File: src/rtl/counter_pkg.sv
// Shared types for the counter family: the up-counter and the countdown timer
// use the same three-state sequencing enum.
package counter_pkg;

  typedef enum logic [1:0] {
    CD_IDLE = 2'd0,
    CD_RUN  = 2'd1,
    CD_DONE = 2'd2
  } cd_state_e;

endpackage : counter_pkg

File: src/rtl/countdown_timer.sv
// Loadable down-counter with a start/done handshake. It captures a start value,
// decrements on enabled cycles and pulses done_o on reaching terminal count.
module countdown_timer
  import counter_pkg::*;
#(
  parameter int unsigned WIDTH       = 4,
  parameter bit          AUTO_RELOAD = 1'b0
) (
  input  logic             clk,
  input  logic             reset_n,
  input  logic             start,
  input  logic [WIDTH-1:0] load_val,
  input  logic             en,
  input  logic             abort,
  output logic [WIDTH-1:0] count_o,
  output logic             busy_o,
  output logic             done_o
);

  localparam logic [WIDTH-1:0] TERMINAL = WIDTH'(1);

  cd_state_e        state_r,  state_nxt;
  logic [WIDTH-1:0] count_r,  count_nxt;
  logic [WIDTH-1:0] reload_r, reload_nxt;
  logic             done_r,   done_nxt;

  always_comb begin
    // NOTE: every output of this block gets a default first, so no path can infer a latch.
    state_nxt  = state_r;
    count_nxt  = count_r;
    reload_nxt = reload_r;
    done_nxt   = 1'b0;

    if (abort) begin
      state_nxt = CD_IDLE;
      count_nxt = '0;
    end else begin
      unique case (state_r)
        CD_IDLE, CD_DONE: begin
          if (start && (load_val != '0)) begin
            state_nxt  = CD_RUN;
            count_nxt  = load_val;
            reload_nxt = load_val;
          end else if (start) begin
            // A zero load finishes immediately without any RUN cycles.
            state_nxt = CD_DONE;
            count_nxt = '0;
            done_nxt  = 1'b1;
          end else begin
            state_nxt = CD_IDLE;
            count_nxt = '0;
          end
        end
        CD_RUN: begin
          if (en && (count_r == TERMINAL)) begin
            done_nxt = 1'b1;
            if (AUTO_RELOAD) begin
              count_nxt = reload_r;
            end else begin
              state_nxt = CD_DONE;
              count_nxt = '0;
            end
          end else if (en) begin
            count_nxt = count_r - TERMINAL;
          end
        end
        default: begin
          state_nxt = CD_IDLE;
          count_nxt = '0;
        end
      endcase
    end
  end

  // NOTE: sequential state uses non-blocking assignments; reset is synchronous, sampled at the edge.
  always_ff @(posedge clk) begin
    if (!reset_n) begin
      state_r  <= CD_IDLE;
      count_r  <= '0;
      reload_r <= '0;
      done_r   <= 1'b0;
    end else begin
      state_r  <= state_nxt;
      count_r  <= count_nxt;
      reload_r <= reload_nxt;
      done_r   <= done_nxt;
    end
  end

  assign count_o = count_r;
  assign busy_o  = (state_r == CD_RUN);
  assign done_o  = done_r;

endmodule : countdown_timer
File: config.mk
export PLATFORM = sky130hd
export DESIGN_NAME = countdown_timer
export DESIGN_NICKNAME = d
export VERILOG_FILES = /design/src/rtl/counter_pkg.sv /design/src/rtl/countdown_timer.sv
export SDC_FILE = /design/constraint.sdc
export NUM_CORES = 1
export LEC_CHECK = 0
export CAP_MARGIN = 5
export CORE_AREA = 3 3 40 42
export DETAILED_ROUTE_END_ITERATION = 10
export DIE_AREA = 0 0 43 45
export GPL_TIMING_DRIVEN = 0
export PLACE_DENSITY = 0.63
export SETUP_SLACK_MARGIN = 0.1
export SLEW_MARGIN = 25
export SYNTH_ARGS = -nofsm -noshare
export SYNTH_HDL_FRONTEND = slang
export SYNTH_SLANG_ARGS = --single-unit
File: constraint.sdc
create_clock -name clk -period 1.1 [get_ports clk]
set_input_delay 0.165 -clock clk [delete_from_list [all_inputs] [get_ports clk]]
set_output_delay 0.165 -clock clk [all_outputs]
set_load 0.05 [all_outputs]
==> metrics.yaml, run 1 <==
ys_seq_elements: 7
max_slew.worst_pin.slew_ns: 0.3300
power-per-cell-area_nw_per_um2: 944.5
gp_congestion: 0.7830
cts.sinks: 7
cts_buffer_depth: 2
cp.arrival_ns: 1.40
die_x_um: 43
grt_pass1_vias: 398
synth_top_area_share_pct: 35.22
swShare_pct: 28.42
yosysTopAreaCell: "dfxtp_1"
grt_setup_unrepaired: "true"
violations: "negative setup slack"
worst-r2r-setup-slack_ns: -0.15
root_buffer: "clkbuf_4"
endpoint_kind: "flip-flop"
fin_crit_ns: 1.247
power_uw: 673.6
finalWorstSetupSlack_ns: -0.1466
viasPerCell: 5.277
core_um2: 1285
peakVddDrop_v: 0.0005965
use_met2_pct: 20.96
wl_per_cell_um: 14.02
numCtsBuffers: 3
synthesis.area_um2: 397.9
dr.first_iter.drc_count: 8
antenna_found_initial: 0
drv_cap: 0
grt_max_degree: 9
total_leakage_power_nw: 0.2677
max_freq_ghz: 0.8022
skew_ns: 0.007934
drive_above_1_share_pct: 51.47
hp-class: "primary input to flip-flop"
die_height_um: 45
ant_nets: 0
cts_tree: "yes"
post-route-period-util_pct: 113.3
sequentialPowerShare_pct: 39.8
pin_count: 15
ys_types: 20
fin_nets: 80
track_usage_pct: 13.21
clkPwrFrac_pct: 35.0
die-area_um2: 1935
io_buffers: 13
p_sw_uw: 191.5
vias: 438
drt_first_pass_iters: 4
whs_ns: 0.2120
rows: 13
syn_nets: 55
insertedDiodeCount: 0
preCtsSetupSlack_ns: -0.5015
dp_hpwl_um: 747.5
drv_slew: 0
wl_um: 1164
required_ns: 1.25
cts_htree_levels: 1
gr-max-usage-layer: "met2"
grt_pass1_wl_um: 1814
synthTopCellsByArea: "dfxtp_1, a21oi_1, a32oi_1, ha_1, buf_6"
grt.overflow.total: 0
cp-start-kind: "flip-flop"
area_growth_pct: 79.25
post-route-drc-count: 0
power_frac_comb_pct: 25.1
internal_power_uw: 482.2
hold_buffers: 0
outcome: "finished, violations left"
path_clk_slew_ns: 0.05
synth-seq-area-share_pct: 35.22
insertion_delay_ns: 0.26
grt_use_met3_pct: 5.976
start_util_pct: 30.96
path_class: "flip-flop to flip-flop"
yosysWarningCount: 0
final-setup-viol-count: 6
use_met1_pct: 14.88
worstPathMaxFanout: 4
finalHoldViolCount: 0
synth_cells: 44
syn_avg_cell_area_um2: 9.043
tns_ns: -0.6059
fillers: 119
relSlewSlack_pct: 77.79
==> flip-flops by register name, indices dropped and copies added (netlist names) <==
signal and cells:
state_r 2, count_o 4, done_o 1
==> placed cells by master (no fill, tap or decap), types with 2 or more instances in the layout <==
master | Yosys | final
buf_4 | 0 | 5
a21oi_1 | 7 | 5
clkdlybuf4s50_1 | 0 | 7
clkbuf_4 | 0 | 4
a32oi_1 | 3 | 3
nand4_1 | 3 | 3
dfxtp_2 | 0 | 2
buf_8 | 0 | 3
buf_6 | 2 | 6
nor2_1 | 2 | 2
nand2_1 | 3 | 3
inv_1 | 3 | 2
ha_4 | 0 | 2
a21oi_2 | 0 | 2
dfxtp_4 | 0 | 4
==> power groups by stage <==
stage | sequential, mW | combinational, mW | clock [mW]
after floorplan | 0.292 | 0.0636 | 0
after global placement | 0.276 | 0.131 | 0
after detailed placement | 0.276 | 0.132 | 0
after CTS | 0.269 | 0.148 | 0.248
after global routing | 0.269 | 0.181 | 0.266
final | 0.268 | 0.169 | 0.236
==> metrics by stage <==
stage | instances | util (%) | area [um^2]
floorplan | 44 | - | 422.9
global placement | 72 | 44.50 | 571.8
detailed placement | 72 | 44.50 | 571.8
CTS | 79 | 50.83 | 653.1
global route | 83 | 55.50 | 713.2
finish | 83 | 55.50 | 713.2
==> layout make-up <==
type,count,area [um^2],share of cell area [%]
well taps,15,18.77,2.632
repair buffers,20,205.2,28.77
flip-flops and latches,7,157.7,22.11
inverters,3,13.76,1.930
plain buffers,2,22.52,3.158
clock buffers,4,26.28,3.684
multi-input cells,32,269.0,37.72
==> routing by layer <==
layer / vias up / share of wire [%]
met5: - / 0
met4: 0 / 4.6
met2: 16 / 47
li1: 213 / -
met3: 8 / 6.4
met1: 201 / 41
==> synthesized netlist by cell type <==
library cell and number:
a21oi_1 7, dfxtp_1 7, a32oi_1 3, inv_1 3, nand2_1 3, nand4_1 3, buf_6 2, ha_1 2
nor2_1 2, nor4_1 2, and2b_1 1, and2b_2 1, nand2b_1 1, o2111ai_1 1, o211ai_1 1, o21ai_2 1
o31a_1 1, or2b_4 1, or3b_4 1, xor2_1 1
==> cells by family (layout without fill, tap and decap cells) <==
| kind of cell | after synthesis | after routing | share of synthesized area (%) |
|---|---|---|---|
| flip-flops | 7 | 7 | 35.22 |
| XOR/XNOR | 1 | 1 | 2.202 |
| AND/OR/NAND/NOR | 15 | 15 | 23.90 |
| buffers and inverters | 5 | 29 | 8.490 |
| adder cells (fa/ha/maj) | 2 | 2 | 6.288 |
| AO/OA/AOI/OAI | 14 | 14 | 23.90 |
==> critical path, stage by stage (launching register included) <==
cell and delay (ns):
dfxtp_4 0.35, inv_4 0.06, ha_4 0.12, or3b_4 0.40, o21ai_2 0.16, a21oi_2 0.06
==> path summary, 6_finish.rpt <==
kind / from / endpoint / cells after the start
setup / recovery: count_o[1]$_SDFFE_PP0P_ / state_r[0]$_SDFFE_PP0P_ / 5
hold / removal: en / count_o[0]$_SDFFE_PP0P_ / 3
setup reg to reg: count_o[1]$_SDFFE_PP0P_ / state_r[0]$_SDFFE_PP0P_ / 5
hold reg to reg: state_r[0]$_SDFFE_PP0P_ / count_o[0]$_SDFFE_PP0P_ / 2
==> what timing repair did <==
action | CTS | global route
hold endpoints to repair | 0 | 0
endpoints found under the setup margin | 13 | 13
buffers inserted | 3 | 4
resized for setup | 46 | 10
pin swaps | 8 | 7
No activity file was read; power rests on OpenSTA's default activity.
==> run 2, diff against run 1 <==
Settings changed: SKIP_CTS_REPAIR_TIMING from default to 1.
==> run 2 against run 1 <==
The flow still finishes with violations (negative setup slack). Critical path depth is the same. Die area is the same. Routed wire length shrank 14%. Total power shrank 2.6%. Clock skew grew 0.0016 ns. Sequential share of layout area grew 2.1 points. Via count shrank 5.7%. Clock power grew 2%. First-iteration DRC count grew to 2.6 times the previous value.
==> metrics.yaml, run 2 (synthesis gave the netlist of run 1 again) <==
outcome: "finished, violations left"
violations: "negative setup slack"
hp-class: "primary input to flip-flop"
cp.depth: 5  # unchanged
fin_area_um2: 651.9  # -8.6%
drv_slew: 0  # unchanged
power_uw: 656.3  # -2.6%
insertedDiodeCount: 0  # unchanged
drv_cap: 0  # unchanged
crit_buf_inv: 1  # unchanged
peakVddDrop_v: 0.0005470  # -8.3%
start_util_pct: 30.96  # unchanged
antenna_found_initial: 0  # unchanged
cts_htree_levels: 1  # unchanged
wl_per_cell_um: 12.95  # -7.7%
whs_path_depth: 3  # unchanged
ant_nets: 0  # unchanged
finalWorstSetupSlack_ns: -0.1479  # -0.001379 ns
final_cell_mix: "a21oi_1, clkbuf_4, clkdlybuf4s50_1"
root_buffer: "clkbuf_4"
fin_nets: 74  # -7.5%
largest_reg_flops: 4  # unchanged
insertion_delay_ns: 0.26  # about the same
max_freq_ghz: 0.8013  # -0.11%
final_util_pct: 50.73  # -4.8 points
die_x_um: 43  # unchanged
fin_crit_ns: 1.248  # +0.001379 ns
whs_ns: 0.1971  # -0.01488 ns
numCtsBuffers: 3  # unchanged
finalHoldViolCount: 0  # unchanged
io_buffers: 13  # unchanged
dr.first_iter.drc_count: 21  # +13
grt_setup_unrepaired: "true"
cts.sinks: 7  # unchanged
r2r_cells: 5  # unchanged
die-area_um2: 1935  # unchanged
cp_top_family: "simple AND/OR/NAND/NOR gates"
viasPerCell: 5.364  # +1.6%
cts_tree: "yes"
post-route-drc-count: 0  # unchanged
vias: 413  # -5.7%
track_usage_pct: 11.79  # -1.4 points
grt_pass1_vias: 367  # -7.8%
grt.overflow.total: 0  # unchanged
grt_pass1_wl_um: 1621  # -11%
drive_above_1_share_pct: 45.16  # -6.3 points
path_class: "flip-flop to flip-flop"
die_height_um: 45  # unchanged
cp.arrival_ns: 1.40  # about the same
grt_max_degree: 9  # unchanged
max_slew.worst_pin.slew_ns: 0.4987  # +0.1686 ns
fillers: 128  # +7.6%
total_leakage_power_nw: 0.2642  # -1.3%
cpPeakStageDelay_ns: 0.40  # about the same
relSlewSlack_pct: 66.70  # -11 points
drt_first_pass_iters: 4  # unchanged
required_ns: 1.26  # about the same
placed_cell_area_um2: 571.8  # unchanged
slowest_stage: "or3b_4"
post-route-period-util_pct: 113.4  # +0.13 points
pin_count: 15  # unchanged
final-setup-viol-count: 7  # +1
core_um2: 1285  # unchanged
power-per-cell-area_nw_per_um2: 1007  # +6.6%
rows: 13  # unchanged
path_clk_slew_ns: 0.06  # about the same
area_growth_pct: 63.84
gp_congestion: 0.7830  # unchanged
dp_hpwl_um: 747.5  # unchanged
worstPathMaxFanout: 5  # +1
path_cells: "inv_4, ha_4, or3b_4, o21ai_2, a21oi_2"
wl_um: 997  # -14%
endpoint_kind: "flip-flop"
skew_ns: 0.009490  # +0.001557 ns
cp-start-kind: "flip-flop"
cts_buffer_depth: 2  # unchanged
run 2: metrics by stage:
step                worst slack (ns)  TNS, ns  std cells
finish                       -0.1479  -0.7411         77
global route                 -0.2037   -1.123         77
CTS                          -0.7895   -3.872         76
detailed placement           -0.5015   -2.668         72
global placement             -0.5018   -2.460         72
floorplan                    -0.1670  -0.6744         44
run 2: final timing paths:
path / from / to / slack, ns
hold / removal: en / count_o[3]$_SDFFE_PP0P_ / 0.20
hold reg to reg: state_r[0]$_SDFFE_PP0P_ / count_o[0]$_SDFFE_PP0P_ / 0.62
setup / recovery: count_o[1]$_SDFFE_PP0P_ / state_r[0]$_SDFFE_PP0P_ / -0.15
setup reg to reg: count_o[1]$_SDFFE_PP0P_ / state_r[0]$_SDFFE_PP0P_ / -0.15
run 2: final cells by class:
| type | count | area, um^2 | share of cell area [%] |
|---|---|---|---|
| Inverter | 3 | 13.76 | 2.111 |
| Timing Repair Buffer | 14 | 147.6 | 22.65 |
| Clock buffer | 4 | 26.28 | 4.031 |
| Buffer | 2 | 22.52 | 3.455 |
| Tap cell | 15 | 18.77 | 2.879 |
| Sequential cell | 7 | 157.7 | 24.18 |
| Multi-Input combinational cell | 32 | 265.3 | 40.69 |
run 2: report_power, final:
part           switching [mW]  total [mW]  internal (mW)
clock                   0.102       0.241          0.139
combinational          0.0767       0.147         0.0701
sequential             0.0122       0.269          0.256
run 2: worst min-delay path, delay by kind of cell:
family,cells,cell delay (ns)
AOI/OAI and AO/OA,2,0.14
buffers and inverters,1,0.11
run 2: per-layer routing:
layer  share of wire, %  vias to the layer above  GRT usage [%]  wire (um)
met5                  0                        -              0          0
met4                2.5                        0          7.229         25
met3                6.6                        4          5.976         66
met2                 51                       13          17.37        504
met1                 40                      194          13.66        401
li1                   -                      202              -          -
==> run 3, diff against run 2 <==
Settings changed: SETUP_SLACK_MARGIN 0.1 to 0.4.
==> run 3 against run 2 <==
The flow still finishes with violations (negative setup slack). Utilization grew 2.0 points. Hold slack got worse by 0.0093 ns. Critical path type unchanged. Clock power is 3% lower. Largest cell class unchanged. Sequential cell count unchanged.
==> metrics.yaml, run 3 (synthesis gave the netlist of run 1 again) <==
required_ns: 1.23  # -0.03 ns
total_leakage_power_nw: 0.2632  # -0.38%
tns_ns: -0.6374  # +0.1038 ns
drive_above_1_share_pct: 44.62  # -0.55 points
finalWorstSetupSlack_ns: -0.1621  # -0.01414 ns
relSlewSlack_pct: 85.18  # +18 points
cts_tree: "yes"
track_usage_pct: 11.37  # -0.42 points
viasPerCell: 5.275  # -1.7%
fin_crit_ns: 1.262  # +0.01414 ns
cts.sinks: 7  # unchanged
root_buffer: "clkbuf_4"
max_freq_ghz: 0.7923  # -1.1%
wl_um: 999  # +0.20%
swShare_pct: 27.63  # -1.5 points
antenna_found_initial: 0  # unchanged
final-setup-viol-count: 5  # -2
post-route-period-util_pct: 114.7  # +1.3 points
grt_pass1_vias: 383  # +4.4%
die_x_um: 43  # unchanged
drv_slew: 0  # unchanged
gp_congestion: 0.8031  # +2.6%
power_frac_comb_pct: 23.3  # +0.9 points
power_uw: 651.1  # -0.80%
fin_nets: 77  # +4.1%
dr.first_iter.drc_count: 6  # -71%
path_cells: "inv_4, ha_4, or3b_4, o2111ai_1, a21oi_1"
placedCellCount: 72  # unchanged
grt_pass1_wl_um: 1614  # -0.43%
drv_cap: 0  # unchanged
finalHoldViolCount: 0  # unchanged
skew_ns: 0.001407  # -0.008084 ns
grt_setup_unrepaired: "true"
whs_ns: 0.1878  # -0.009296 ns
clkPwrFrac_pct: 35.8  # -0.9 points
hp-class: "primary input to flip-flop"
max_slew.worst_pin.slew_ns: 0.2205  # -0.2781 ns
ant_nets: 0  # unchanged
cts_htree_levels: 1  # unchanged
fin_area_um2: 678.2  # +4.0%
largest_reg_flops: 4  # unchanged
worstPathMaxFanout: 4  # -1
die_height_um: 45  # unchanged
area.sequential_um2: 161.4  # +2.4%
pin_count: 15  # unchanged
insertion_delay_ns: 0.25  # about the same
cp.arrival_ns: 1.39  # about the same
multi_input_area_um2: 242.7  # -8.5%
power-per-cell-area_nw_per_um2: 960.1  # -4.6%
cpPeakStageDelay_ns: 0.40  # about the same
vias: 422  # +2.2%
peakVddDrop_v: 0.0004358  # -20%
grt_max_degree: 9  # unchanged
path_clk_slew_ns: 0.05  # about the same
final_common_cell: "a21oi_1"
placed_cell_area_um2: 573.1  # +0.22%
insertedDiodeCount: 0  # unchanged
internal_power_uw: 471.2  # +1.3%
sequentialPowerShare_pct: 41.0  # about the same
io_buffers: 13  # unchanged
post-route-drc-count: 0  # unchanged
cts_buffer_depth: 2  # unchanged
slowest_stage: "or3b_4"
endpoint_kind: "flip-flop"
die-area_um2: 1935  # unchanged
grt.overflow.total: 0  # unchanged
drt_first_pass_iters: 2  # -2
fillers: 122  # -4.7%
violations: "negative setup slack"
numCtsBuffers: 3  # unchanged
instances_no_fill: 80  # +3.9%
p_sw_uw: 179.9  # -5.8%
wl_per_cell_um: 12.49  # -3.6%
final_cell_mix: "a21oi_1, clkdlybuf4s50_1, buf_8"
area_growth_pct: 70.44
path_class: "flip-flop to flip-flop"
rows: 13  # unchanged
cp-start-kind: "flip-flop"
start_util_pct: 30.96  # unchanged
outcome: "finished, violations left"
core_um2: 1285  # unchanged
==> run 3: changes by cell type in the layout (fill, tap and decap cells not counted), sizes merged <==
cell,previous run,this run
buf,6,12
dlymetal6s2s,3,1
clkbuf,6,4
clkdlybuf4s50,5,6
==> run 3: cell type report <==
class                           instances  area share [%]
Clock buffer                            4           3.875
Timing Repair Buffer                   17           28.41
Inverter                                3           2.030
Multi-Input combinational cell         32           35.79
Sequential cell                         7           23.80
Tap cell                               15           2.768
Buffer                                  2           3.321
==> run 3: final timing paths <==
kind / endpoint / slack [ns] / depth (start not counted) / start
max: count_o[3]$_SDFFE_PP0P_ / -0.16 / 5 / count_o[1]$_SDFFE_PP0P_
min: count_o[2]$_SDFFE_PP0P_ / 0.19 / 3 / en
max reg2reg: count_o[3]$_SDFFE_PP0P_ / -0.16 / 5 / count_o[1]$_SDFFE_PP0P_
min reg2reg: count_o[1]$_SDFFE_PP0P_ / 0.62 / 2 / count_o[1]$_SDFFE_PP0P_
==> run 3: critical path: cells and delay by family (launching register included) <==
| kind | cells | cell delay [ns] |
|---|---|---|
| simple gates | 1 | 0.40 |
| fa+ha+maj | 1 | 0.12 |
| compound gates | 2 | 0.20 |
| buf+inv | 1 | 0.06 |
| flops | 1 | 0.36 |
==> run 3: routing by layer <==
layer  track usage [%]  wire length [um]  up-vias
met5                 0                 0        -
met4             3.614                 0        0
met3             4.781                68        0
met2             17.37               514       12
met1             14.63               415      200
li1                  -                 -      210
==> run 3: through the flow <==
stage,worst slack [ns],utilization (%)
after CTS,-0.7920,46.64
after detailed placement,-0.5144,44.60
final,-0.1621,52.78
after floorplan,-0.1670,-
after global placement,-0.5175,44.60
after global routing,-0.1875,52.78
==> run 3: power groups by stage <==
stage	logic, mW	clock network [mW]	registers [mW]
after floorplan	0.0636	0	0.292
after global placement	0.132	0	0.276
after detailed placement	0.133	0	0.276
after CTS	0.133	0.247	0.271
after global routing	0.161	0.254	0.268
final	0.151	0.233	0.267
==> patch: new RTL, settings of run 3 <==
Register the inputs `start`, `load_val`, `en` and `abort` before use, without a reset. The logic sees them one clock later.
--- a/src/rtl/countdown_timer.sv
+++ b/src/rtl/countdown_timer.sv
@@ -19,6 +19,18 @@
 
   localparam logic [WIDTH-1:0] TERMINAL = WIDTH'(1);
 
+  logic start_q;
+  logic [WIDTH-1:0] load_val_q;
+  logic en_q;
+  logic abort_q;
+
+  always_ff @(posedge clk) begin
+    start_q    <= start;
+    load_val_q <= load_val;
+    en_q       <= en;
+    abort_q    <= abort;
+  end
+
   cd_state_e        state_r,  state_nxt;
   logic [WIDTH-1:0] count_r,  count_nxt;
   logic [WIDTH-1:0] reload_r, reload_nxt;
@@ -31,17 +43,17 @@
     reload_nxt = reload_r;
     done_nxt   = 1'b0;
 
-    if (abort) begin
+    if (abort_q) begin
       state_nxt = CD_IDLE;
       count_nxt = '0;
     end else begin
       unique case (state_r)
         CD_IDLE, CD_DONE: begin
-          if (start && (load_val != '0)) begin
+          if (start_q && (load_val_q != '0)) begin
             state_nxt  = CD_RUN;
-            count_nxt  = load_val;
-            reload_nxt = load_val;
-          end else if (start) begin
+            count_nxt  = load_val_q;
+            reload_nxt = load_val_q;
+          end else if (start_q) begin
             // A zero load finishes immediately without any RUN cycles.
             state_nxt = CD_DONE;
             count_nxt = '0;
@@ -52,7 +64,7 @@
           end
         end
         CD_RUN: begin
-          if (en && (count_r == TERMINAL)) begin
+          if (en_q && (count_r == TERMINAL)) begin
             done_nxt = 1'b1;
             if (AUTO_RELOAD) begin
               count_nxt = reload_r;
@@ -60,7 +72,7 @@
               state_nxt = CD_DONE;
               count_nxt = '0;
             end
-          end else if (en) begin
+          end else if (en_q) begin
             count_nxt = count_r - TERMINAL;
           end
         end
Formal check against the unedited RTL: not equivalent (Yosys sat finds a counterexample within 4 cycles, from zero or initial values).
==> patch against run 3 <==
- the flow still finishes with violations (negative setup slack)
- via count grew 2.8%
- first-iteration DRC count grew 50%
- power grew 51%
- utilization grew 11 points
- setup slack lost 0.051 ns
- area after synthesis grew 28%
- design area grew 21%
- routed wire length grew 1.5%
- sequential cell count grew 7
- sequential power grew 100%
- critical path type unchanged
==> patch: results (changes against run 3) <==
| Metric | Value |
|---|---|
| Clock-pin slew of the registers on the worst-case setup and hold paths | `0.08 ns (+0.03 ns)` |
| Placed Cells | `77 (+6.9%)` |
| Via count | `434 (+2.8%)` |
| Fillers | `104 (-15%)` |
| Vias in the first global route | `412 (+7.6%)` |
| Final setup viols | `8 (+3)` |
| Initial drt markers | `9 (+3)` |
| Initial antenna violation count | `0 (unchanged)` |
| Global-route wire length before repair | `1700 um (+5.6%)` |
| XOR/XNOR Fraction of Synth Area | `1.72% (-0.48 points)` |
| CTS Buf Count | `3 (unchanged)` |
| Crit Reg-Reg Endpoint | `state_r[1]` |
| Clk Latency, worst-skew pair | `0.27 ns (+0.02 ns)` |
| Failing checks | `negative setup slack` |
| Dpl ws | `-0.508 ns (+0.00606 ns)` |
| Final net count | `81 (+5.2%)` |
| Share of post-route cells with drive strength above 1 | `42.0% (-2.6 points)` |
| Compound-Gate Fraction of Synth Area | `17.9% (-6.0 points)` |
| Detailed Routing Iterations Pass 1 | `4 (+2)` |
| Gate Count Post-Synth | `48 (+9.1%)` |
| DRT Wirelength | `1010 um (+1.5%)` |
| Placer Congestion | `0.770 (-4.1%)` |
| Starting Density | `39.6% (+8.7 points)` |
| Status | `finished, violations left` |
| Fin cells | `84 (+5.0%)` |
| Post-Synthesis Net Count | `59 (+7.3%)` |
| Netlist cell types | `19 (-5.0%)` |
| Leakage | `0.306 nW (+16%)` |
| Seq/Total Area, Yosys | `55.0% (+20 points)` |
| CP arrival | `1.52 ns (+0.13 ns)` |
| Top post-synthesis cells by area | `dfxtp_1 55%, a21oi_1 5.9%, a32oi_1 5.2%` |
| GRT Total Usage | `12.3% (+0.94 points)` |
| Post-synthesis adder-cell area fraction | `4.91% (-1.4 points)` |
| Slew margin rel. | `75.3% (-9.9 points)` |
| Worst setup margin | `-0.213 ns (-0.0513 ns)` |
| Worst VDD drop | `0.784 mV (+80%)` |
-- patch: final cells by class --
class,instances,area share [%]
Clock buffer,3,2.75
Tap cell,15,2.29
Sequential cell,14,36.0
Timing Repair Buffer,17,21.7
Buffer,1,3.05
Clock inverter,1,0.458
Multi-Input combinational cell,30,32.1
Inverter,3,1.68
-- patch: per-stage QoR --
step	hold WS, ns	area (sq um)
5_1_grt	0.306	820
3_3_place_gp	0.447	729
3_5_place_dp	0.453	729
2_1_floorplan	0.193	571
6_report	0.327	820
4_1_cts	0.316	756
-- patch: kinds of logic after synthesis --
logic type,count (synthesis)
compound gates,13
xor+xnor,1
fa+ha+maj,2
buf+inv,4
flops,14
simple gates,14
-- patch: layer usage --
metal  up-vias  track usage, %  routed length (um)
met2        12            18.0                 476
met5         -               0                   0
li1        221               -                   -
met4         0            12.7                  29
met3         4            2.39                  52
met1       197            14.7                 455
-- patch: worst min path at each step --
stage                       start       endpoint  slack [ns]  depth (start not counted)
CTS                         abort        abort_q        0.32                          1
global placement    load_val_q[1]     count_o[1]        0.45                          2
global route          load_val[1]  load_val_q[1]        0.31                          1
floorplan                   abort        abort_q        0.19                          0
detailed placement  load_val_q[1]     count_o[1]        0.45                          2
finish                load_val[2]  load_val_q[2]        0.33                          1
-- patch: power groups by stage --
stage	Combinational [W]	Clock, W	Sequential (W)
2_1_floorplan	0.0000645	0	0.000575
3_3_place_gp	0.000135	0	0.000558
3_5_place_dp	0.000136	0	0.000559
4_1_cts	0.000137	0.000299	0.000546
5_1_grt	0.000165	0.000334	0.000551
6_report	0.000152	0.000284	0.000546
